$ cat src/rtl/flex_serial_rx.sv
// flex_serial_rx: mid-bit sampling serial receiver with framing and overrun flags
module flex_serial_rx #(
  parameter int   DATA_BITS    = 8,
  parameter int   CLKS_PER_BIT = 10,
  parameter logic SHIFT_MSB    = 1'b0
) (
  input  logic                 clk,
  input  logic                 n_rst,
  input  logic                 serial_in,
  input  logic                 data_read,
  output logic [DATA_BITS-1:0] rx_data,
  output logic                 data_ready,
  output logic                 overrun_error,
  output logic                 framing_error
);
  localparam int TW = $clog2(CLKS_PER_BIT);
  localparam int IW = $clog2(DATA_BITS + 1);
  localparam logic [TW-1:0] HALF_LOAD = TW'(CLKS_PER_BIT / 2 - 1);
  localparam logic [TW-1:0] BIT_LOAD  = TW'(CLKS_PER_BIT - 1);
  localparam logic [IW-1:0] LAST_IDX  = IW'(DATA_BITS - 1);
  typedef enum logic [1:0] {IDLE, START_CHK, DATA, STOP} state_t;
  state_t               state, state_n;
  logic                 s_meta, s_in, s_prev;
  logic [TW-1:0]        timer, timer_n;
  logic [IW-1:0]        idx, idx_n;
  logic [DATA_BITS-1:0] shift_reg, shift_n, shifted, rx_data_n;
  logic                 ready_n, ovr_n, ferr_n, tick;
  assign tick    = (timer == '0);
  assign shifted = SHIFT_MSB ? {shift_reg[DATA_BITS-2:0], s_in} : {s_in, shift_reg[DATA_BITS-1:1]};
  // two-flop synchroniser plus previous-sample register for start-edge detection
  always_ff @(posedge clk or negedge n_rst) begin
    if (!n_rst) begin
      s_meta <= 1'b1;
      s_in   <= 1'b1;
      s_prev <= 1'b1;
    end else begin
      s_meta <= serial_in;
      s_in   <= s_meta;
      s_prev <= s_in;
    end
  end
  // state, counters, shift register and output flags
  always_ff @(posedge clk or negedge n_rst) begin
    if (!n_rst) begin
      state         <= IDLE;
      timer         <= '0;
      idx           <= '0;
      shift_reg     <= '0;
      rx_data       <= '1;
      data_ready    <= 1'b0;
      overrun_error <= 1'b0;
      framing_error <= 1'b0;
    end else begin
      state         <= state_n;
      timer         <= timer_n;
      idx           <= idx_n;
      shift_reg     <= shift_n;
      rx_data       <= rx_data_n;
      data_ready    <= ready_n;
      overrun_error <= ovr_n;
      framing_error <= ferr_n;
    end
  end
  // next-state: a good stop loads the word and beats a same-cycle data_read
  always_comb begin
    state_n   = state;
    timer_n   = tick ? timer : timer - 1'b1;
    idx_n     = idx;
    shift_n   = shift_reg;
    rx_data_n = rx_data;
    ready_n   = data_ready & ~data_read;
    ovr_n     = overrun_error & ~data_read;
    ferr_n    = framing_error;
    case (state)
      IDLE: if (s_prev & ~s_in) begin
        state_n = START_CHK;
        timer_n = HALF_LOAD;
        ferr_n  = 1'b0;
      end
      START_CHK: if (tick) begin
        state_n = s_in ? IDLE : DATA;
        timer_n = BIT_LOAD;
        idx_n   = '0;
      end
      DATA: if (tick) begin
        shift_n = shifted;
        timer_n = BIT_LOAD;
        idx_n   = (idx == LAST_IDX) ? '0 : idx + 1'b1;
        state_n = (idx == LAST_IDX) ? STOP : DATA;
      end
      STOP: if (tick) begin
        state_n = IDLE;
        if (s_in) begin
          rx_data_n = shift_reg;
          ready_n   = 1'b1;
          ovr_n     = (overrun_error | data_ready) & ~data_read;
        end else begin
          ferr_n = 1'b1;
        end
      end
      default: state_n = IDLE;
    endcase
  end
endmodule

$ cat config.mk
export PLATFORM = sky130hd
export DESIGN_NAME = flex_serial_rx
export DESIGN_NICKNAME = d
export VERILOG_FILES = /design/src/rtl/flex_serial_rx.sv
export SDC_FILE = /design/constraint.sdc
export NUM_CORES = 1
export LEC_CHECK = 0
export BUFFER_PORTS_ARGS = -buffer_cell sky130_fd_sc_hd__buf_2
export CAP_MARGIN = 20
export CELL_PAD_IN_SITES_DETAIL_PLACEMENT = 1
export CELL_PAD_IN_SITES_GLOBAL_PLACEMENT = 2
export CORE_UTILIZATION = 42
export DETAILED_ROUTE_END_ITERATION = 8
export MAX_ROUTING_LAYER = met4
export PLACE_DENSITY_LB_ADDON = 0.1
export SETUP_SLACK_MARGIN = 0.15
export SLEW_MARGIN = 20
export SYNTH_ARGS = -nofsm -noshare
export SYNTH_HDL_FRONTEND = slang
export SYNTH_SLANG_ARGS = --single-unit
export TNS_END_PERCENT = 100
$ cat constraint.sdc
create_clock -name clk -period 4.7 [get_ports clk]
set_input_delay 0.705 -clock clk [delete_from_list [all_inputs] [get_ports clk]]
set_output_delay 0.705 -clock clk [all_outputs]
set_load 0.01 [all_outputs]
==> flow_summary.yaml <==
global_routing:
  track_usage_pct: 19.4
  grt_max_degree: 33
  grt_pass1_vias: 1026
  grt_pass1_wl_um: 4880
  grt_overflow_total: 0
  antenna_found_initial: 0
worst_hold_path:
  hp-class: "reg2reg"
  hold_depth: 0
  hold_end: "s_in$_DFF_PN1_"
  hp-start: "s_meta$_DFF_PN1_"
logic_synthesis:
  yosysTopAreaCell: "dfrtp_1"
  synth_area_leaders: "dfrtp_1, dfstp_2, mux2_4, ha_1, mux2_2"
  syn-num-nets: 126
  yosys-top-cells-count: "dfrtp_1, dfstp_2, inv_1, mux2_4"
  yosys_warnings: 0
  async_flop_share_pct: 100
  synthesis.area_um2: 1470
  syn_avg_cell_area_um2: 12.8
  synth_cell_types: 35
  yosysMostFrequentCell: "dfrtp_1"
  synthCells: 115
  yosysSeqAreaShare_pct: 55.5
  synth.top_cell.area_share_pct: 35.8
  synth-seq-cells: 32
  synth_top_flop_cell: "dfrtp_1"
  synth-edff-count: 0
routing:
  wl_met2_um: 1380
  ant_nets: 0
  firstDrtPassIters: 3
  dr_wl_met3_um: 100
  wirelength_um: 2830
  maxUsedRoutingLayer: "met4"
  via_count: 945
  met1Wirelength_um: 1240
  wl_per_cell_um: 15.7
  via_per_inst: 5.25
  drc_errors: 0
  dr.first_iter.drc_count: 15
timing:
  worstMarginPinSlew_ns: 0.722
  slew_headroom_pct: 51.9
  fin_setup_tns_ns: 0
  rsz0062_at_grt: "false"
  setup_viol: 0
  hold_viol: 0
  fmax_mhz: 482
  slew_viol_final: 0
  post-route-period-util_pct: 44.1
  fin_skew_ns: 0.00721
  fin_crit_ns: 2.07
  worst_slack_ns: 2.63
setup_path:
  rrSetupSlack_ns: 2.63
  arrival_ns: 2.34
  end_kind: "flop"
  rr_startpoint: "timer[0]$_DFF_PN0_"
  regToRegEndpoint: "rx_data[3]$_DFFE_PN1P_"
  worstSetupPathType: "reg2reg"
  r2r.worst_path.cells: 5
  cp.required_ns: 4.97
  start_kind: "flop"
  cp_max_fo: 10
clock_tree:
  cts_inserted_buffers: 5
  clock-sinks: 32
  post-cts-setup-buffers: 0
  cts_hold_buf: 0
  cts_htree_levels: 2
  cts_resized: 0
  cts_root_buffer: "clkbuf_4"
  cts_buffer_depth: 2
  clk_latency_ns: 0.34
  clk_pin_slew_worst_paths_ns: 0.11
  cts_tree: "yes"
power:
  p_leak_nw: 0.812
  clockPowerShare_pct: 26.5
  p_int_w: 0.000600
  netSwitchingFraction_pct: 33.2
  power_density_nw_per_um2: 538
  p_comb_share_pct: 31.2
  p_switching_w: 0.000298
  sequentialPowerShare_pct: 42.2
  peakVddDrop_mv: 0.244
placed_design:
  place_hpwl_um: 2010
  post-place-ws_ns: 2.60
  routabilityCongestion: 0.730
  io_buffers: 14
final_layout:
  antenna_cells: 0
  fin_nets: 144
  drive_above_1_share_pct: 37.3
  syn2layout_area_growth_pct: 13.6
floorplanning:
  dieHeight_um: 61.1
  rows: 21
  start_util_pct: 44.0
  coreArea_um2: 3340
  dieArea_um2: 3740
  io_pins: 15
  fp.dieW_um: 61.1
run_status:
  outcome: "finished clean"
job:
  cap_violations: 0
-- worst max-delay path by stage --
stage / from / to
2_1_floorplan: timer[0]$_DFF_PN0_ / shift_reg[0]$_DFFE_PN0P_
3_3_place_gp: timer[0]$_DFF_PN0_ / rx_data[1]$_DFFE_PN1P_
3_5_place_dp: timer[0]$_DFF_PN0_ / rx_data[3]$_DFFE_PN1P_
4_1_cts: timer[0]$_DFF_PN0_ / rx_data[3]$_DFFE_PN1P_
5_1_grt: timer[1]$_DFF_PN0_ / rx_data[5]$_DFFE_PN1P_
6_report: timer[0]$_DFF_PN0_ / rx_data[3]$_DFFE_PN1P_
-- layer usage --
metal | track usage (%) | vias up
met2 | 30.4 | 19
li1 | - | 437
met1 | 21.9 | 477
met4 | 11.0 | 0
met3 | 6.09 | 12
met5 | - | -
-- stage by stage --
| stage | hold WS, ns | power [W] | utilization, % | std cells | cell area (um^2) |
|---|---|---|---|---|---|
| finish | 0.362 | 0.000898 | 50.0 | 180 | 1670 |
| global route | 0.369 | 0.000972 | 50.0 | 180 | 1670 |
| CTS | 0.364 | 0.000914 | 50.0 | 180 | 1670 |
| detailed placement | 0.349 | 0.000666 | 47.2 | 172 | 1570 |
| global placement | 0.349 | 0.000651 | 47.2 | 172 | 1570 |
| floorplan | 0.345 | 0.000589 | - | 115 | 1470 |
-- worst max-delay path, cell delays in order (launching register included) --
cell     delay, ns
dfrtp_1       0.42
inv_1         0.07
ha_1          0.19
nor3b_4       0.39
and3_1        0.58
mux2_4        0.35
-- final cells by class --
| type | count | area [um^2] |
|---|---|---|
| Clock buffer | 7 | 65.1 |
| Clock inverter | 1 | 30.0 |
| Fill cell | 362 | 1670 |
| Inverter | 9 | 33.8 |
| Multi-Input combinational cell | 71 | 598 |
| Sequential cell | 32 | 815 |
| Tap cell | 46 | 57.6 |
| Timing Repair Buffer | 14 | 70.1 |
-- cell families after synthesis --
logic type                 synth area share, %
xor gates and xnor gates                 0.596
adders and majority gates                 5.96
muxes                                     15.0
buffers and inverters                     3.83
and+or+nand+nor                           7.84
DFF                                       55.5
AOI/OAI and AO/OA                         11.3
-- power groups by stage --
| stage | sequential, W | combinational [W] | clock [W] |
|---|---|---|---|
| floorplan | 0.000375 | 0.000214 | 0 |
| CTS | 0.000381 | 0.000285 | 0.000249 |
| global route | 0.000389 | 0.000323 | 0.000260 |
| finish | 0.000379 | 0.000280 | 0.000238 |
| global placement | 0.000381 | 0.000270 | 0 |
| detailed placement | 0.000385 | 0.000280 | 0 |
-- layout by cell type, fill, tap and decap left out, types with 2 or more instances in the layout --
cell / count
inv_1: 9
ha_1: 7
nand2_1: 4
o21ai_1: 3
mux2_2: 7
mux2_4: 8
nand3_1: 3
a21oi_1: 7
a21o_1: 2
a22o_1: 3
dfrtp_1: 21
clkbuf_4: 5
dfstp_2: 11
nor2_1: 4
buf_2: 14
o21ai_0: 4
clkbuf_8: 2
nor3_1: 2
Power figures use the tool's default switching activity.
